==> config.mk <==
export PLATFORM = sky130hd
export DESIGN_NAME = display_pixel_serializer
export DESIGN_NICKNAME = d
export VERILOG_FILES = /design/src/rtl/display_pixel_serializer.sv
export SDC_FILE = /design/constraint.sdc
export NUM_CORES = 1
export LEC_CHECK = 0
export BUFFER_PORTS_ARGS = -buffer_cell sky130_fd_sc_hd__buf_2
export CORE_MARGIN = 3
export CORE_UTILIZATION = 40
export CTS_BUF_LIST = sky130_fd_sc_hd__clkbuf_8
export DETAILED_ROUTE_END_ITERATION = 10
export PLACE_DENSITY = 0.61
export SLEW_MARGIN = 0
export SYNTH_ARGS = -nofsm -noshare
export SYNTH_HDL_FRONTEND = slang
export SYNTH_SLANG_ARGS = --single-unit
==> constraint.sdc <==
create_clock -name clock -period 2.63 [get_ports clock]
set_input_delay 0.1315 -clock clock [delete_from_list [all_inputs] [get_ports clock]]
set_output_delay 0.1315 -clock clock [all_outputs]
set_load 0.05 [all_outputs]
==> src/rtl/display_pixel_serializer.sv <==
// Pixel FIFO plus byte serializer feeding the display capture stage.
// Each buffered 24-bit pixel goes out as an unbroken R,G,B byte triplet.
//
// state | meaning
// IDLE  | no frame in progress, bus idle
// ARMED | frame open, waiting for a pixel in the FIFO
// S_R   | red byte on FrameIn
// S_G   | green byte on FrameIn
// S_B   | blue byte on FrameIn, last cycle of the triplet
module display_pixel_serializer #(
   parameter int PIXELS_PER_FRAME = 200,
   parameter int FIFO_DEPTH       = 4,
   parameter int CNT_W            = 8
) (
   input  logic             clock,
   input  logic             resetn,
   input  logic [23:0]      PixelIn,
   input  logic             PixelValid,
   output logic             PixelReady,
   input  logic             FrameStart,
   output logic [7:0]       FrameIn,
   output logic             CSDisplay,
   output logic             Busy,
   output logic             FrameDone,
   output logic [CNT_W-1:0] PixelCount
);

   localparam int PTR_W = $clog2(FIFO_DEPTH);

   typedef enum logic [2:0] {IDLE, ARMED, S_R, S_G, S_B} state_t;

   state_t           state_q;
   logic [7:0]       frame_in_q;
   logic             cs_q;
   logic             done_q;
   logic [CNT_W-1:0] pix_cnt_q;
   logic [7:0]       g_q;
   logic [7:0]       b_q;

   logic [23:0]      mem_q [FIFO_DEPTH];
   logic [PTR_W-1:0] wr_ptr_q;
   logic [PTR_W-1:0] rd_ptr_q;
   logic [PTR_W:0]   count_q;
   logic [PTR_W:0]   count_d;

   logic             fifo_full;
   logic             fifo_empty;
   logic             push;
   logic             pop;
   logic             last_pix;
   logic [23:0]      pop_data;

   assign fifo_full  = (count_q == (PTR_W+1)'(FIFO_DEPTH));
   assign fifo_empty = (count_q == '0);
   assign push       = PixelValid && !fifo_full;
   assign last_pix   = (pix_cnt_q == CNT_W'(PIXELS_PER_FRAME - 1));
   assign pop_data   = mem_q[rd_ptr_q];

   // Pops line up exactly with the FSM edges that load a new triplet.
   assign pop = !fifo_empty &&
                ((state_q == ARMED) || ((state_q == S_B) && !last_pix));

   always_comb begin
      count_d = count_q;
      unique case ({push, pop})
         2'b10:   count_d = count_q + 1'b1;
         2'b01:   count_d = count_q - 1'b1;
         default: count_d = count_q;
      endcase
   end

   always_ff @(posedge clock) begin
      if (push) begin
         mem_q[wr_ptr_q] <= PixelIn;
      end
   end

   always_ff @(posedge clock) begin
      if (!resetn) begin
         wr_ptr_q <= '0;
         rd_ptr_q <= '0;
         count_q  <= '0;
      end else begin
         if (push) begin
            wr_ptr_q <= wr_ptr_q + 1'b1;
         end
         if (pop) begin
            rd_ptr_q <= rd_ptr_q + 1'b1;
         end
         count_q <= count_d;
      end
   end

   always_ff @(posedge clock) begin
      if (!resetn) begin
         state_q    <= IDLE;
         frame_in_q <= 8'h00;
         cs_q       <= 1'b0;
         done_q     <= 1'b0;
         pix_cnt_q  <= '0;
         g_q        <= 8'h00;
         b_q        <= 8'h00;
      end else begin
         done_q <= 1'b0;
         unique case (state_q)
            IDLE: begin
               cs_q <= 1'b0;
               if (FrameStart) begin
                  state_q   <= ARMED;
                  pix_cnt_q <= '0;
               end
            end
            ARMED: begin
               if (!fifo_empty) begin
                  state_q    <= S_R;
                  frame_in_q <= pop_data[23:16];
                  g_q        <= pop_data[15:8];
                  b_q        <= pop_data[7:0];
                  cs_q       <= 1'b1;
               end else begin
                  cs_q <= 1'b0;
               end
            end
            S_R: begin
               state_q    <= S_G;
               frame_in_q <= g_q;
               cs_q       <= 1'b1;
            end
            S_G: begin
               state_q    <= S_B;
               frame_in_q <= b_q;
               cs_q       <= 1'b1;
            end
            S_B: begin
               pix_cnt_q <= pix_cnt_q + 1'b1;
               if (last_pix) begin
                  state_q <= IDLE;
                  cs_q    <= 1'b0;
                  done_q  <= 1'b1;
               end else if (!fifo_empty) begin
                  state_q    <= S_R;
                  frame_in_q <= pop_data[23:16];
                  g_q        <= pop_data[15:8];
                  b_q        <= pop_data[7:0];
                  cs_q       <= 1'b1;
               end else begin
                  state_q <= ARMED;
                  cs_q    <= 1'b0;
               end
            end
            default: begin
               state_q <= IDLE;
               cs_q    <= 1'b0;
            end
         endcase
      end
   end

   assign PixelReady = !fifo_full;
   assign FrameIn    = frame_in_q;
   assign CSDisplay  = cs_q;
   assign Busy       = (state_q != IDLE);
   assign FrameDone  = done_q;
   assign PixelCount = pix_cnt_q;

endmodule

==> impl_metrics.yaml, run 1 <==
outcome:
  status: "complete, no violations"
final_layout:
  seqCellArea_um2: 3820
  multiInputGateArea_um2: 1699
  n_antenna_cell: 0
  utilization_pct: 49.84
  finalNetCount: 493
  layout_commonest_cell: "edfxtp_1"
  syn_to_final_growth_pct: 19.21
  final_layout_size_suffix_gt1_share_pct: 28.03
  fin_area_um2: 6731
  fillers: 1156
  final_cell_mix: "edfxtp_1 (96), buf_2 (47), dfxtp_1 (37)"
sta:
  finalHoldViolations: 0
  fin_setup_tns_ps: 0
  slew_violations: 0
  post-route-min-period_ps: 2447
  setup_viol: 0
  rsz0062_at_grt: "false"
  worst_pin_slew_ps: 662.3
  fin_skew_ps: 14.07
  timing.final.crit_share_pct: 93.04
  clock.fmax_ghz: 0.4087
  hold_ws_ps: 166.4
  slew_headroom_pct: 55.80
route:
  num_vias: 3404
  routed_wl_mm: 11.22
  drc: 0
  viasPerCell: 5.261
  ant_nets: 0
  wl_per_cell_um: 17.34
  drtPass1Iterations: 6
  drt_iter0_drc: 185
clocking:
  h-tree-depth: 4
  cts.sinks: 142
  cts_tree: "yes"
  cts_root_buffer: "clkbuf_8"
  clk_pin_slew_ps: 70
  cts_made_buffers: 17
  clk-insertion-delay-late_ps: 430
  clk_path_buf_depth: 2
  cts_resized: 0
floorplanning:
  die-area_um2: 15580
  rows: 42
  die_y_um: 124.8
  core-area_um2: 13510
  ioPinCount: 48
  die_x_um: 124.8
  start_util_pct: 41.81
worst_setup_path:
  critPathMaxFanout: 5
  critical_path_class: "reg2reg"
  endpoint_kind: "flop"
  cp.arrival_ps: 2790
  critPathLaunchType: "flop"
  worstPathRequired_ps: 2970
logic_synthesis:
  ys_types: 43
  synthAdderAreaFrac_pct: 1.684
  ys_top_cells_by_area: "edfxtp_1 (51%), dfxtp_1 (16%), mux4_2 (9.6%)"
  yosys_warnings: 0
  synthSimpleGateAreaFrac_pct: 8.575
  synth_top_area_cell: "edfxtp_1"
  syn_inst: 379
  synth.avg_cell_area_um2: 14.90
  seq_area_frac_synth_pct: 67.36
  synth_top_cell_area_share_pct: 51.05
  synth_top_family_by_area: "multiplexers"
  synthMuxAreaShare_pct: 12.96
  synth_area_um2: 5647
  syn_nets: 414
  ys_ff_latch: 142
  yosys.area_share.xor_xnor_pct: 0.6204
  synth_compound_area_share_pct: 6.005
placement:
  hpwl_mm: 7.022
  gp_congestion: 0.7078
  portBuffers: 47
  placed_area_um2: 6128
global_route:
  antenna_found_initial: 0
  grt_first_pass_wirelength_mm: 18.69
  grt_overflow: 0
  grt_max_degree: 42
  grt_pass1_vias: 3556
  grt_usage_pct: 15.38
power:
  power_density_nw_per_um2: 883.3
  leakagePower_nw: 2.378
  irDropWorstVdd_v: 0.0004235
run:
  max_cap_violations: 0
min_path:
  hp-class: "in2reg"
==> Yosys cell counts (all sizes together) <==
master,instances
or4,1
and2,5
fa,1
nand2b,1
inv,13
a22oi,1
mux2,9
xor2,3
a211oi,9
mux2i,9
a31oi,2
nor3b,1
clkbuf,16
dfxtp,46
o21ai,25
nand3,2
nor2,11
and3,7
nand4bb,1
xnor2,1
o311ai,1
o21a,4
or3b,2
o311a,2
a221oi,1
or3,3
nand3b,2
ha,6
nand4b,1
nor2b,1
a21oi,10
mux4,24
a31o,1
edfxtp,96
nand4,18
nand2,23
buf,9
nor3,11
==> critical path: stages (launching register included) <==
cell and delay [ps]:
dfxtp_4 360, ha_1 240, nand2_1 140, o311ai_2 120, and2_0 200, inv_1 70, ha_1 180, inv_1 60
fa_1 370, xor2_1 180, or3_1 310, a21oi_1 140
==> metrics by stage <==
stage | instances | power [mW] | setup slack [ps]
floorplan | 379 | 3.996 | 1.386
global placement | 591 | 4.334 | 284.3
detailed placement | 591 | 4.392 | 206.3
CTS | 647 | 6.014 | 167.4
global route | 647 | 6.285 | 51.16
finish | 647 | 5.946 | 183.0
==> registers in the layout (all words and copies together), names as in the netlist, named ones only <==
signal      cells
CSDisplay       1
PixelCount      8
rd_ptr_q        2
state_q         3
mem_q          96
FrameDone       1
FrameIn         8
g_q             8
count_q         3
wr_ptr_q        2
b_q             8
==> cells by family (layout without fill, tap and decap cells) <==
kind of cell / after synthesis / count (layout)
flip-flops: 142 / 142
AND/OR/NAND/NOR: 90 / 90
AO/OA/AOI/OAI: 56 / 56
multiplexers: 42 / 42
buffers and inverters: 38 / 130
adder cells (fa/ha/maj): 7 / 7
XOR/XNOR: 4 / 4
==> cell type report <==
cell class                      count  share of cell area, %
Clock buffer                       17                  3.476
Clock inverter                     15                  1.915
Inverter                           13                 0.7249
Multi-Input combinational cell    199                  25.24
Sequential cell                   142                  56.75
Tap cell                          176                  3.271
Timing Repair Buffer               85                  8.625
==> repair_timing <==
item / in CTS / in global routing
endpoints found under the hold margin: 96 / 0
setup buffers: 0 / 0
hold buffers: 24 / 0
==> routing by layer <==
layer | track usage [%] | share of wire, % | vias to the layer above
met5 | 0 | 0 | -
met4 | 5.612 | 1.3 | 0
met3 | 4.245 | 4.0 | 15
met2 | 24.33 | 49 | 78
met1 | 20.42 | 45 | 1692
li1 | - | - | 1619
==> worst paths after layout <==
check	startpoint	to	slack, ps	cells after the start
setup / recovery	PixelCount[0]	count_q[2]	180	11
setup reg to reg	PixelCount[0]	count_q[2]	180	11
hold reg to reg	g_q[7]	g_q[7]	470	2
hold / removal	PixelValid	wr_ptr_q[1]	170	4
==> report_power, final <==
group	internal (mW)	switching, mW	total, mW	leakage (nW)
clock network	0.818	0.776	1.59	0.186
registers	2.69	0.133	2.82	1.26
logic	0.590	0.943	1.53	0.931
total	4.09	1.85	5.95	2.38
Power figures use the tool's default switching activity.
==> inputs of run 2 (changes only) <==
--- a/config.mk
+++ b/config.mk
@@ -10,6 +10,8 @@
 export CORE_UTILIZATION = 40
 export CTS_BUF_LIST = sky130_fd_sc_hd__clkbuf_8
 export DETAILED_ROUTE_END_ITERATION = 10
+export GPL_ROUTABILITY_DRIVEN = 0
+export MAX_ROUTING_LAYER = met4
 export PLACE_DENSITY = 0.61
 export SLEW_MARGIN = 0
 export SYNTH_ARGS = -nofsm -noshare
==> run 2 against run 1 <==
Effect of this change:
- clock power about the same
- core utilization is the same
- sequential power about the same
- setup slack about the same
- highest routed layer unchanged
- total power is essentially flat
- sequential share of layout area unchanged
- flip-flop and latch count unchanged
- largest power group unchanged
- die area is the same
- maximum frequency hardly changed
- clock skew down 3.8 ps
- final area unchanged
- cell count unchanged
==> impl_metrics.yaml, run 2 (synthesized netlist as in run 1, its figures left out) <==
final_layout:
  final_layout_size_suffix_gt1_share_pct: 28.03
  fin_area_um2: 6731
  largest-register: "mem_q"
  fillers: 1156
  syn_to_final_growth_pct: 19.21
  finalNetCount: 493
  largest_register_ffs: 96
  layout_commonest_cell: "edfxtp_1"
  n_antenna_cell: 0
  final_cell_mix: "edfxtp_1 (96), buf_2 (47), dfxtp_1 (37)"
worst_setup_path:
  cp_num_buf_inv: 2
  critPathLaunchType: "flop"
  slowest_stage: "fa_1"
  cp_top_family: "adder cells"
  critical_path_class: "reg2reg"
  cp.arrival_ps: 2790
  max_stage_delay_ps: 370
  r2r_cells: 11
  endpoint_kind: "flop"
  worstPathRequired_ps: 2980
  worstPathCellList: "ha_1 -> nand2_1 -> o311ai_2 -> and2_0 -> inv_1 -> ha_1 -> inv_1 -> fa_1 -> xor2_1 -> or3_1 -> a21oi_1"
  critPathMaxFanout: 5
  cp_num_cells: 11
clocking:
  clk_path_buf_depth: 2
  cts_hold_buf: 24
  clk-insertion-delay-late_ps: 430
  cts_resized: 0
  h-tree-depth: 4
  post_cts_buffers: 0
  cts_root_buffer: "clkbuf_8"
  clk_pin_slew_ps: 70
  cts_tree: "yes"
  cts.sinks: 142
  cts_made_buffers: 17
floorplanning:
  ioPinCount: 48
  die_y_um: 124.8
  rows: 42
  start_util_pct: 41.81
  die-area_um2: 15580
  die_x_um: 124.8
  core-area_um2: 13510
power:
  irDropWorstVdd_v: 0.0004242
  power_density_nw_per_um2: 883.4
  power.total_mw: 5.946
  leakagePower_nw: 2.378
outcome:
  status: "complete, no violations"
route:
  drtPass1Iterations: 4
  num_vias: 3417
  viasPerCell: 5.281
  wl_met2_mm: 5.523
  wl_met3_um: 500
  drc: 0
  drt_iter0_drc: 199
  met1_length_mm: 5.074
  routed_wl_mm: 11.24
  top_layer: "met4"
  wl_per_cell_um: 17.37
  ant_nets: 0
sta:
  slew_headroom_pct: 55.23
  setup_viol: 0
  rsz0062_at_grt: "false"
  post-route-min-period_ps: 2447
  worst_pin_slew_ps: 670.8
  fin_skew_ps: 10.27
  timing.final.crit_share_pct: 93.04
  clock.fmax_ghz: 0.4087
  finalHoldViolations: 0
  hold_ws_ps: 162.6
  timing.final.ws_setup_ps: 183.2
  fin_setup_tns_ps: 0
  slew_violations: 0
global_route:
  grt_first_pass_wirelength_mm: 18.71
  grt_usage_pct: 15.83
  grt_overflow: 0
  grt_pass1_vias: 3560
  antenna_found_initial: 0
  grt_max_degree: 42
placement:
  dp_slack_ps: 206.3
  portBuffers: 47
  placed_area_um2: 6128
  hpwl_mm: 7.022
min_path:
  min_path_cells: 4
  hp-class: "in2reg"
run:
  max_cap_violations: 0
==> run 2: cell counts in the layout (fill, tap and decap cells not counted) <==
Identical to the previous run, type by type.
==> run 2: power breakdown <==
group / switching [mW] / internal (mW)
combinational: 0.945 / 0.590
clock: 0.774 / 0.818
sequential: 0.134 / 2.69
total: 1.85 / 4.09
==> run 2: per-layer routing <==
metal / track usage, % / vias up
met2: 24.36 / 81
met5: - / -
met3: 4.503 / 16
li1: - / 1616
met4: 5.230 / 0
met1: 20.42 / 1704
==> run 2: worst reg2reg max path, cell delays in order (launching register included) <==
cell and delay, ps:
dfxtp_4 360, ha_1 240, nand2_1 140, o311ai_2 120
and2_0 200, inv_1 70, ha_1 180, inv_1 60
fa_1 370, xor2_1 180, or3_1 310, a21oi_1 140
==> run 2: metrics by stage <==
stage	utilization [%]	std cells
3_5_place_dp	45.38	591
5_1_grt	49.84	647
4_1_cts	49.84	647
6_report	49.84	647
3_3_place_gp	45.38	591
2_1_floorplan	-	379
==> run 2: final timing paths <==
| check | start | to | slack [ps] |
|---|---|---|---|
| max | PixelCount[0] | count_q[2] | 180 |
| min | PixelValid | wr_ptr_q[1] | 160 |
| max reg2reg | PixelCount[0] | count_q[2] | 180 |
| min reg2reg | g_q[5] | g_q[5] | 470 |
==> run 2: final cells by class <==
cell class	count	area [um^2]	share of cell area [%]
clock buffer	17	234.0	3.476
clock inverter	15	128.9	1.915
tap	176	220.2	3.271
sequential	142	3820	56.75
inverter	13	48.80	0.7249
timing repair buffer	85	580.6	8.625
multi-input combinational	199	1699	25.24
==> inputs of run 3 (changes only) <==
--- a/config.mk
+++ b/config.mk
@@ -7,12 +7,13 @@
 export LEC_CHECK = 0
 export BUFFER_PORTS_ARGS = -buffer_cell sky130_fd_sc_hd__buf_2
 export CORE_MARGIN = 3
-export CORE_UTILIZATION = 40
-export CTS_BUF_LIST = sky130_fd_sc_hd__clkbuf_8
+export CORE_UTILIZATION = 51
+export CTS_BUF_LIST = sky130_fd_sc_hd__clkbuf_4 sky130_fd_sc_hd__clkbuf_8
+export CTS_CLUSTER_SIZE = 30
 export DETAILED_ROUTE_END_ITERATION = 10
 export GPL_ROUTABILITY_DRIVEN = 0
 export MAX_ROUTING_LAYER = met4
-export PLACE_DENSITY = 0.61
+export PLACE_DENSITY = 0.75
 export SLEW_MARGIN = 0
 export SYNTH_ARGS = -nofsm -noshare
 export SYNTH_HDL_FRONTEND = slang
==> run 3 against run 2 <==
Effect of this change:
- flip-flop and latch count unchanged
- global-route usage is 3.0 points higher
- clock skew about the same
- clock-buffer cell count rose by 3
- total power about the same
==> impl_metrics.yaml, run 3 (synthesized netlist as in run 1, its figures left out) <==
sta:
  fin_setup_tns_ps: 0
  finalHoldViolations: 0
  hold_ws_ps: 178.7
  fin_skew_ps: 9.895
  clock.fmax_ghz: 0.4005
  worst_pin_slew_ps: 704.8
  timing.final.ws_setup_ps: 133.0
  slew_violations: 0
  setup_viol: 0
  slew_headroom_pct: 52.92
  rsz0062_at_grt: "false"
  post-route-min-period_ps: 2497
  timing.final.crit_share_pct: 94.94
worst_setup_path:
  worstReg2RegStart: "count_q[2]"
  cp.arrival_ps: 2840
  r2r_cells: 9
  worstPathCellList: "or3b_1 -> and2_1 -> inv_1 -> ha_1 -> inv_1 -> fa_1 -> xor2_1 -> or3_1 -> a21oi_1"
  slowest_stage: "or3b_1"
  worstPathRequired_ps: 2980
  critPathMaxFanout: 6
  crit_path_end: "count_q[2]"
  crit_top_cell: "inv_1"
  r2r-end: "count_q[2]"
  critPathLaunchType: "flop"
  endpoint_kind: "flop"
  max_stage_delay_ps: 430
  setup.worst_path.start: "count_q[2]"
  r2r_slack_ps: 130
  critical_path_class: "reg2reg"
floorplanning:
  start_util_pct: 53.50
  core-area_um2: 10560
  die_x_um: 111.2
  die_y_um: 111.2
  rows: 37
  ioPinCount: 48
  die-area_um2: 12370
final_layout:
  finalNonFillerCells: 609
  utilization_pct: 63.53
  final_layout_size_suffix_gt1_share_pct: 29.18
  seqCellArea_um2: 3820
  fin_area_um2: 6705
  largest_register_ffs: 96
  final_cell_mix: "edfxtp_1 (96), buf_2 (47), dfxtp_1 (37)"
  largest-register: "mem_q"
  finalNetCount: 495
  n_antenna_cell: 0
  multiInputGateArea_um2: 1699
  syn_to_final_growth_pct: 18.75
  layout_commonest_cell: "edfxtp_1"
  fillers: 760
power:
  irDropWorstVdd_v: 0.0006178
  power.total_mw: 5.942
  leakagePower_nw: 2.381
  power_density_nw_per_um2: 886.1
run:
  max_cap_violations: 0
clocking:
  cts_tree: "yes"
  clk_pin_slew_ps: 80
  clk-insertion-delay-late_ps: 420
  cts_hold_buf: 24
  h-tree-depth: 4
  cts.sinks: 142
  clk_path_buf_depth: 2
  cts_root_buffer: "clkbuf_8"
  cts_made_buffers: 17
  cts_resized: 0
  post_cts_buffers: 0
global_route:
  grt_pass1_vias: 3394
  grt_usage_pct: 18.85
  grt_max_degree: 42
  grt_first_pass_wirelength_mm: 17.64
  grt_overflow: 0
  antenna_found_initial: 0
placement:
  hpwl_mm: 6.898
  place_inst: 553
  portBuffers: 47
  dp_slack_ps: 220.1
  placed_area_um2: 6093
route:
  num_vias: 3408
  drtPass1Iterations: 4
  drc: 0
  ant_nets: 0
  drt_iter0_drc: 267
  viasPerCell: 5.596
  wl_per_cell_um: 17.76
  routed_wl_mm: 10.82
min_path:
  hp-class: "in2reg"
outcome:
  status: "complete, no violations"
## run 3: changes by cell type in the layout (fill, tap and decap cells not counted)
cell	previous run	this run
buf_4	14	16
inv_6	0	1
clkinv_1	5	1
inv_8	0	1
clkinv_4	2	3
clkbuf_4	0	3
clkinv_2	5	1
bufinv_16	2	1
clkinvlp_4	1	4
## run 3: cell type report
| cell class | instances | share of cell area [%] |
|---|---|---|
| clock buffer | 20 | 3.825 |
| clock inverter | 12 | 1.717 |
| inverter | 13 | 0.7277 |
| multi-input combinational | 199 | 25.34 |
| sequential | 142 | 56.97 |
| tap | 136 | 2.538 |
| timing repair buffer | 87 | 8.882 |
## run 3: worst min path at each step
stage          cells after the start      endpoint   startpoint  slack [ps]
2_1_floorplan                      0   mem_q[0][0]   PixelIn[0]         230
3_3_place_gp                       1  mem_q[1][14]  PixelIn[14]         340
3_5_place_dp                       1  mem_q[2][10]  PixelIn[10]         350
4_1_cts                            4   wr_ptr_q[1]   PixelValid         150
5_1_grt                            4    state_q[0]   FrameStart         180
6_report                           4   wr_ptr_q[1]   PixelValid         180
## run 3: power by group
| group | internal (mW) | switching (mW) |
|---|---|---|
| Sequential | 2.69 | 0.152 |
| Combinational | 0.598 | 0.918 |
| Clock | 0.786 | 0.803 |
| Total | 4.07 | 1.87 |
## run 3: worst max-delay path: cells and delay by family, from the launching register on
family                   cells  cell delay (ps)
AO/OA/AOI/OAI                1              150
XOR/XNOR                     1              180
adder cells (fa/ha/maj)      2              570
buffers and inverters        2              180
flip-flops                   1              380
AND/OR/NAND/NOR              3              970
## run 3: routing by layer
| layer | wire, um | up-vias | track usage (%) |
|---|---|---|---|
| li1 | - | 1624 | - |
| met1 | 4717 | 1678 | 24.32 |
| met2 | 5444 | 94 | 29.63 |
| met3 | 535 | 12 | 4.694 |
| met4 | 121 | 0 | 6.164 |
| met5 | 0 | - | - |
